==> config.mk <==
export PLATFORM = sky130hd
export DESIGN_NAME = hazard_ctrl_flat
export DESIGN_NICKNAME = d
export VERILOG_FILES = /design/src/rtl/hazard_ctrl_if.sv /design/src/rtl/hazard_ctrl.sv /design/src/flat_wrapper.sv
export SDC_FILE = /design/constraint.sdc
export NUM_CORES = 1
export LEC_CHECK = 0
export BUFFER_PORTS_ARGS = -buffer_cell sky130_fd_sc_hd__buf_2
export CORE_ASPECT_RATIO = 0.7
export CORE_UTILIZATION = 51
export DETAILED_ROUTE_END_ITERATION = 10
export PLACE_DENSITY = 0.81
export SLEW_MARGIN = 10
export SYNTH_ARGS = -nofsm -noshare
export SYNTH_HDL_FRONTEND = slang
export SYNTH_SLANG_ARGS = --single-unit
export TNS_END_PERCENT = 30
==> constraint.sdc <==
create_clock -name clk -period 2.5 [get_ports clk]
set_input_delay 0.125 -clock clk [delete_from_list [all_inputs] [get_ports clk]]
set_output_delay 0.125 -clock clk [all_outputs]
set_load 0.005 [all_outputs]
==> src/rtl/hazard_ctrl_if.sv <==
// rtl/hazard_ctrl_if.sv - pipeline register fields in, stall/forward controls out
interface hazard_ctrl_if;
  // D stage
  logic [4:0]  A1D;
  logic [4:0]  A2D;
  logic [2:0]  Tuse1D;
  logic [2:0]  Tuse2D;
  logic        md_use_D;
  // E stage
  logic [4:0]  A1E;
  logic [4:0]  A2E;
  logic [4:0]  A3E;
  logic [2:0]  TnewE;
  logic        md_start;
  logic        md_is_div;
  // M stage
  logic [4:0]  A2M;
  logic [4:0]  A3M;
  logic [2:0]  TnewM;
  // W stage
  logic [4:0]  A3W;
  // controls back to the datapath
  logic        stall;
  logic [1:0]  fwd_rs_D;
  logic [1:0]  fwd_rt_D;
  logic [1:0]  fwd_rs_E;
  logic [1:0]  fwd_rt_E;
  logic [1:0]  fwd_rt_M;
  logic        md_busy;
  logic [31:0] stall_cnt;

  // datapath side: supplies pipeline register fields, consumes controls
  modport master (
    output A1D, A2D, Tuse1D, Tuse2D, md_use_D,
    output A1E, A2E, A3E, TnewE, md_start, md_is_div,
    output A2M, A3M, TnewM, A3W,
    input  stall, fwd_rs_D, fwd_rt_D, fwd_rs_E, fwd_rt_E, fwd_rt_M,
    input  md_busy, stall_cnt
  );

  // hazard controller side
  modport slave (
    input  A1D, A2D, Tuse1D, Tuse2D, md_use_D,
    input  A1E, A2E, A3E, TnewE, md_start, md_is_div,
    input  A2M, A3M, TnewM, A3W,
    output stall, fwd_rs_D, fwd_rt_D, fwd_rs_E, fwd_rt_E, fwd_rt_M,
    output md_busy, stall_cnt
  );
endinterface

==> src/rtl/hazard_ctrl.sv <==
// rtl/hazard_ctrl.sv - stall/forward decisions, mult/div busy sequencing, stall counter
module hazard_ctrl #(
  parameter int MULT_CYCLES = 5,
  parameter int DIV_CYCLES  = 10
) (
  input  logic         clk,
  input  logic         rst,
  hazard_ctrl_if.slave bus
);

  localparam int CW = $clog2(DIV_CYCLES + 1);

  localparam logic [1:0] SEL_OWN = 2'd0;
  localparam logic [1:0] SEL_E   = 2'd1;
  localparam logic [1:0] SEL_M   = 2'd2;
  localparam logic [1:0] SEL_W   = 2'd3;

  logic [CW-1:0] md_cnt;
  logic [31:0]   stall_cnt_q;
  logic          md_busy;
  logic          data_stall;
  logic          md_stall;
  logic          stall;

  // $0 is hard-wired, so it never participates in a dependency
  function automatic logic hit(input logic [4:0] src, input logic [4:0] dst);
    return (src != 5'd0) && (src == dst);
  endfunction

  // D-stage operand select: youngest ready producer wins (E, then M, then W)
  function automatic logic [1:0] sel_d(input logic [4:0] src);
    logic [1:0] sel;
    sel = SEL_OWN;
    if (hit(src, bus.A3E) && (bus.TnewE == 3'd0))
      sel = SEL_E;
    else if (hit(src, bus.A3M) && (bus.TnewM == 3'd0))
      sel = SEL_M;
    else if (hit(src, bus.A3W))
      sel = SEL_W;
    return sel;
  endfunction

  // E-stage operand select: E cannot forward to itself, so only M or W
  function automatic logic [1:0] sel_e(input logic [4:0] src);
    logic [1:0] sel;
    sel = SEL_OWN;
    if (hit(src, bus.A3M) && (bus.TnewM == 3'd0))
      sel = SEL_M;
    else if (hit(src, bus.A3W))
      sel = SEL_W;
    return sel;
  endfunction

  // a D operand stalls when a producer in E or M cannot deliver before it is used
  function automatic logic dep_stall(input logic [4:0] src, input logic [2:0] tuse);
    return (src != 5'd0) &&
           (((src == bus.A3E) && (bus.TnewE > tuse)) ||
            ((src == bus.A3M) && (bus.TnewM > tuse)));
  endfunction

  // same-cycle hazard decisions; forward selects stay valid even while stalling
  always_comb begin
    data_stall   = dep_stall(bus.A1D, bus.Tuse1D) || dep_stall(bus.A2D, bus.Tuse2D);
    md_busy      = bus.md_start || (md_cnt != '0);
    md_stall     = bus.md_use_D && md_busy;
    stall        = data_stall || md_stall;
    bus.fwd_rs_D = sel_d(bus.A1D);
    bus.fwd_rt_D = sel_d(bus.A2D);
    bus.fwd_rs_E = sel_e(bus.A1E);
    bus.fwd_rt_E = sel_e(bus.A2E);
    bus.fwd_rt_M = hit(bus.A2M, bus.A3W) ? SEL_W : SEL_OWN;
  end

  assign bus.stall     = stall;
  assign bus.md_busy   = md_busy;
  assign bus.stall_cnt = stall_cnt_q;

  // mult/div busy countdown; a new issue always reloads the full latency
  always_ff @(posedge clk or posedge rst) begin
    if (rst)
      md_cnt <= '0;
    else if (bus.md_start)
      md_cnt <= bus.md_is_div ? CW'(DIV_CYCLES) : CW'(MULT_CYCLES);
    else if (md_cnt != '0)
      md_cnt <= md_cnt - 1'b1;
  end

  // debug count of stalled cycles, pinned at all-ones instead of wrapping
  always_ff @(posedge clk or posedge rst) begin
    if (rst)
      stall_cnt_q <= '0;
    else if (stall && (stall_cnt_q != 32'hFFFF_FFFF))
      stall_cnt_q <= stall_cnt_q + 32'd1;
  end

endmodule

==> src/flat_wrapper.sv <==
// flat-port wrapper written by rule: the top's interface ports become plain ports
module hazard_ctrl_flat 
#(
  parameter int MULT_CYCLES = 5,
  parameter int DIV_CYCLES  = 10
)
  (clk, rst, bus_A1D, bus_A2D, bus_Tuse1D, bus_Tuse2D, bus_md_use_D, bus_A1E, bus_A2E, bus_A3E, bus_TnewE, bus_md_start, bus_md_is_div, bus_A2M, bus_A3M, bus_TnewM, bus_A3W, bus_stall, bus_fwd_rs_D, bus_fwd_rt_D, bus_fwd_rs_E, bus_fwd_rt_E, bus_fwd_rt_M, bus_md_busy, bus_stall_cnt);
  hazard_ctrl_if bus_i ();
  input  logic clk;
  input  logic rst;
  input wire logic [$bits(bus_i.A1D)-1:0] bus_A1D;
  input wire logic [$bits(bus_i.A2D)-1:0] bus_A2D;
  input wire logic [$bits(bus_i.Tuse1D)-1:0] bus_Tuse1D;
  input wire logic [$bits(bus_i.Tuse2D)-1:0] bus_Tuse2D;
  input wire logic [$bits(bus_i.md_use_D)-1:0] bus_md_use_D;
  input wire logic [$bits(bus_i.A1E)-1:0] bus_A1E;
  input wire logic [$bits(bus_i.A2E)-1:0] bus_A2E;
  input wire logic [$bits(bus_i.A3E)-1:0] bus_A3E;
  input wire logic [$bits(bus_i.TnewE)-1:0] bus_TnewE;
  input wire logic [$bits(bus_i.md_start)-1:0] bus_md_start;
  input wire logic [$bits(bus_i.md_is_div)-1:0] bus_md_is_div;
  input wire logic [$bits(bus_i.A2M)-1:0] bus_A2M;
  input wire logic [$bits(bus_i.A3M)-1:0] bus_A3M;
  input wire logic [$bits(bus_i.TnewM)-1:0] bus_TnewM;
  input wire logic [$bits(bus_i.A3W)-1:0] bus_A3W;
  output wire logic [$bits(bus_i.stall)-1:0] bus_stall;
  output wire logic [$bits(bus_i.fwd_rs_D)-1:0] bus_fwd_rs_D;
  output wire logic [$bits(bus_i.fwd_rt_D)-1:0] bus_fwd_rt_D;
  output wire logic [$bits(bus_i.fwd_rs_E)-1:0] bus_fwd_rs_E;
  output wire logic [$bits(bus_i.fwd_rt_E)-1:0] bus_fwd_rt_E;
  output wire logic [$bits(bus_i.fwd_rt_M)-1:0] bus_fwd_rt_M;
  output wire logic [$bits(bus_i.md_busy)-1:0] bus_md_busy;
  output wire logic [$bits(bus_i.stall_cnt)-1:0] bus_stall_cnt;
  assign bus_i.A1D = bus_A1D;
  assign bus_i.A2D = bus_A2D;
  assign bus_i.Tuse1D = bus_Tuse1D;
  assign bus_i.Tuse2D = bus_Tuse2D;
  assign bus_i.md_use_D = bus_md_use_D;
  assign bus_i.A1E = bus_A1E;
  assign bus_i.A2E = bus_A2E;
  assign bus_i.A3E = bus_A3E;
  assign bus_i.TnewE = bus_TnewE;
  assign bus_i.md_start = bus_md_start;
  assign bus_i.md_is_div = bus_md_is_div;
  assign bus_i.A2M = bus_A2M;
  assign bus_i.A3M = bus_A3M;
  assign bus_i.TnewM = bus_TnewM;
  assign bus_i.A3W = bus_A3W;
  assign bus_stall = bus_i.stall;
  assign bus_fwd_rs_D = bus_i.fwd_rs_D;
  assign bus_fwd_rt_D = bus_i.fwd_rt_D;
  assign bus_fwd_rs_E = bus_i.fwd_rs_E;
  assign bus_fwd_rt_E = bus_i.fwd_rt_E;
  assign bus_fwd_rt_M = bus_i.fwd_rt_M;
  assign bus_md_busy = bus_i.md_busy;
  assign bus_stall_cnt = bus_i.stall_cnt;
  hazard_ctrl #(.MULT_CYCLES(MULT_CYCLES), .DIV_CYCLES(DIV_CYCLES)) u_core (.clk(clk), .rst(rst), .bus(bus_i));
endmodule
==> results.py <==
metrics = {
    "synth": {
        "ys_types": 44,
        "synth-edff-count": 0,
        "synth_nets": 389,
        "ys.flop_type": "dfrtp_1",
        "synthTopCellsByArea": "dfrtp_1 (31%), xnor2_1 (19%), xor2_1 (7.3%), ha_1 (6.5%), nand3_1 (4.0%)",
        "yosysMostFrequentCell": "xnor2_1",
        "yosys.area.top_type": "dfrtp_1",
        "async_reset_ff_share_pct": 100.0,
        "synth-seq-cells": 36,
        "yosys_warnings": 0,
        "seq_area_frac_synth_pct": 31.13,
        "synth_top_area_share_pct": 31.13,
        "synthTopCellsByCount": "xnor2_1 (62), dfrtp_1 (36), xor2_1 (24)",
        "syn_inst": 317,
        "avgSynthCellArea_sq_um": 9.129,
        "synth_area_sq_um": 2894,
    },
    "cells_and_area": {
        "area_growth_pct": 23.56,
        "diodes": 0,
        "final_nets": 494,
        "drive_gt1_share_pct": 31.44,
        "fillerInstances": 460,
        "stdcell_area_sq_um": 3576,
    },
    "cts": {
        "cts_max_level": 2,
        "cts_tree": "built",
        "root_buffer": "clkbuf_8",
        "post_cts_resized": 0,
        "clk_latency_ps": 290,
        "clk_pin_slew_ps": 70,
        "cts_buffers": 5,
        "cts_sinks": 36,
        "clock_path_buffers": 2,
    },
    "critical_path": {
        "end_kind": "register",
        "reg2reg_slack_ps": 260,
        "r2r_start": "u_core.bus.stall_cnt[2]$_DFFE_PP0P_",
        "r2r_cells": 6,
        "cpLargestDelayFamily": "simple AND/OR/NAND/NOR gates",
        "setup.worst_path.start_class": "register",
        "path_max_fanout": 6,
        "crit_required_ps": 2680,
        "rr_endpoint": "u_core.bus.stall_cnt[1]$_DFFE_PP0P_",
        "max_stage_delay_ps": 580,
        "criticalPathCategory": "reg2reg",
        "critPathArrivalTime_ps": 2410,
        "slowest_stage": "or4_4",
        "critical_path_buf_inv_count": 0,
        "crit_start": "u_core.bus.stall_cnt[2]$_DFFE_PP0P_",
        "worstPathCellList": "and4_1, nand4_1, or4_4, or2_1, nand2_1, mux2_2",
    },
    "run": {
        "maxCapViolations": 0,
    },
    "sta": {
        "fmax_ghz": 0.4466,
        "period_share_pct": 89.56,
        "hold_viol": 0,
        "fin_tns_setup_ps": 0,
        "min_period_ps": 2239,
        "tightest_slew_ps": 679.3,
        "setup_violations": 0,
        "skew_ps": 6.235,
        "max_slew_margin_pct": 54.29,
        "holdWs_ps": 151.2,
        "drv_slew": 0,
        "grt_setup_unrepaired": "false",
    },
    "worst_hold_path": {
        "hold_path_class": "in2reg",
        "worstHoldPathCells": 3,
        "hp-start": "bus_md_start",
        "min_to": "u_core.md_cnt[3]$_DFFE_PP0N_",
    },
    "route": {
        "vias": 2743,
        "drt_pass1_iterations": 4,
        "drc": 0,
        "drtAntennaViolNets": 0,
        "drt_wl_total_microns": 7505,
        "viasPerCell": 5.541,
        "routedWlPerCell_microns": 15.16,
        "first_iter_violations": 141,
    },
    "floorplan": {
        "num_rows": 22,
        "core_area_sq_um": 5340,
        "boundaryPins": 101,
        "initial_core_util_pct": 54.19,
        "die_w_microns": 92.04,
        "dieArea_sq_um": 5985,
        "die_h_microns": 65.03,
    },
    "power_and_ir_drop": {
        "power.leakage_nw": 1.693,
        "peakVddDrop_v": 0.0004869,
        "powerDensity_nw_per_um2": 491.4,
    },
    "placed_design": {
        "place.gp.congestion": 0.9052,
        "io_buffers": 100,
        "postPlaceCellArea_sq_um": 3476,
        "place_hpwl_microns": 6031,
    },
    "global_route": {
        "antenna_found_initial": 0,
        "overflow": 0,
        "grt_usage_pct": 26.56,
        "grt_pass1_vias": 2615,
        "grt_pass1_wl_microns": 12550,
        "grt_max_degree": 37,
    },
    "outcome": {
        "run_status": "complete, no violations",
    },
}
==> registers in the layout, summed over array words and instances, names as in the netlist <==
signal                flops
u_core.bus.stall_cnt     32
u_core.md_cnt             4
==> logic make-up after synthesis <==
kind of cell               after synthesis  synth area share, %
AOI/OAI and AO/OA                       23                5.361
xor gates and xnor gates                86                26.03
adders and majority gates               15                6.485
buffers and inverters                   23                4.064
DFF                                     36                31.13
muxes                                    2               0.7782
and+or+nand+nor                        132                26.16
==> through the flow <==
stage | cells | util, % | setup WS (ps) | power [mW]
finish | 495 | 66.96 | 260.9 | 1.757
global route | 495 | 66.96 | 127.7 | 1.863
CTS | 495 | 66.96 | 261.4 | 1.765
detailed placement | 486 | 65.09 | 267.0 | 1.335
global placement | 486 | 65.09 | 340.2 | 1.315
floorplan | 317 | - | 203.9 | 1.109
==> worst register-to-register path, delay by kind of cell (launching register included) <==
| family | cells | cell delay [ps] |
|---|---|---|
| and+or+nand+nor | 5 | 1360 |
| muxes | 1 | 340 |
| DFF | 1 | 430 |
==> layout make-up <==
type                       instances  area (sq um)  share of cell area [%]
clock buffer                       8         90.09                   2.519
inverter                          11         41.29                   1.155
multi-input combinational        258          1876                   52.45
sequential                        36         900.9                   25.19
tap                               72         90.09                   2.519
timing repair buffer             110         578.1                   16.17
==> report_power, final <==
group	internal [mW]	switching, mW
clock	0.225	0.203
sequential	0.667	0.0905
combinational	0.286	0.286
==> cells in the final DEF, fill, tap and decap left out, drive strengths merged, types with 3 or more instances in the layout <==
cell / instances
a21oi: 5
a22oi: 3
and3: 7
and4: 5
buf: 109
clkbuf: 8
dfrtp: 36
ha: 15
inv: 11
nand2: 21
nand3: 26
nand4: 18
nor2: 15
nor2b: 5
nor3: 9
nor4: 11
o211ai: 4
o21a: 4
o21ai: 3
or4: 5
xnor2: 62
xor2: 24
==> how the worst max path moves through the flow <==
| stage | endpoint | slack [ps] | cells after the start |
|---|---|---|---|
| 5_1_grt | u_core.bus.stall_cnt[1]$_DFFE_PP0P_ | 130 | 6 |
| 2_1_floorplan | u_core.bus.stall_cnt[1]$_DFFE_PP0P_ | 200 | 7 |
| 3_3_place_gp | u_core.bus.stall_cnt[1]$_DFFE_PP0P_ | 340 | 8 |
| 4_1_cts | u_core.bus.stall_cnt[1]$_DFFE_PP0P_ | 260 | 6 |
| 3_5_place_dp | u_core.bus.stall_cnt[1]$_DFFE_PP0P_ | 270 | 6 |
| 6_report | u_core.bus.stall_cnt[1]$_DFFE_PP0P_ | 260 | 6 |
==> per-layer routing <==
| metal | track usage, % | vias up | routed length, microns |
|---|---|---|---|
| met5 | 0 | - | 0 |
| met4 | 7.227 | 0 | 87 |
| met3 | 5.047 | 10 | 525 |
| met2 | 40.67 | 91 | 3275 |
| met1 | 38.35 | 1320 | 3618 |
| li1 | - | 1322 | - |
==> timing repair <==
action | in CTS | in global routing
buffers inserted | 0 | 0
hold buffers | 1 | 0
hold endpoints to repair | 36 | 0
(Power assumes the default switching activity.)
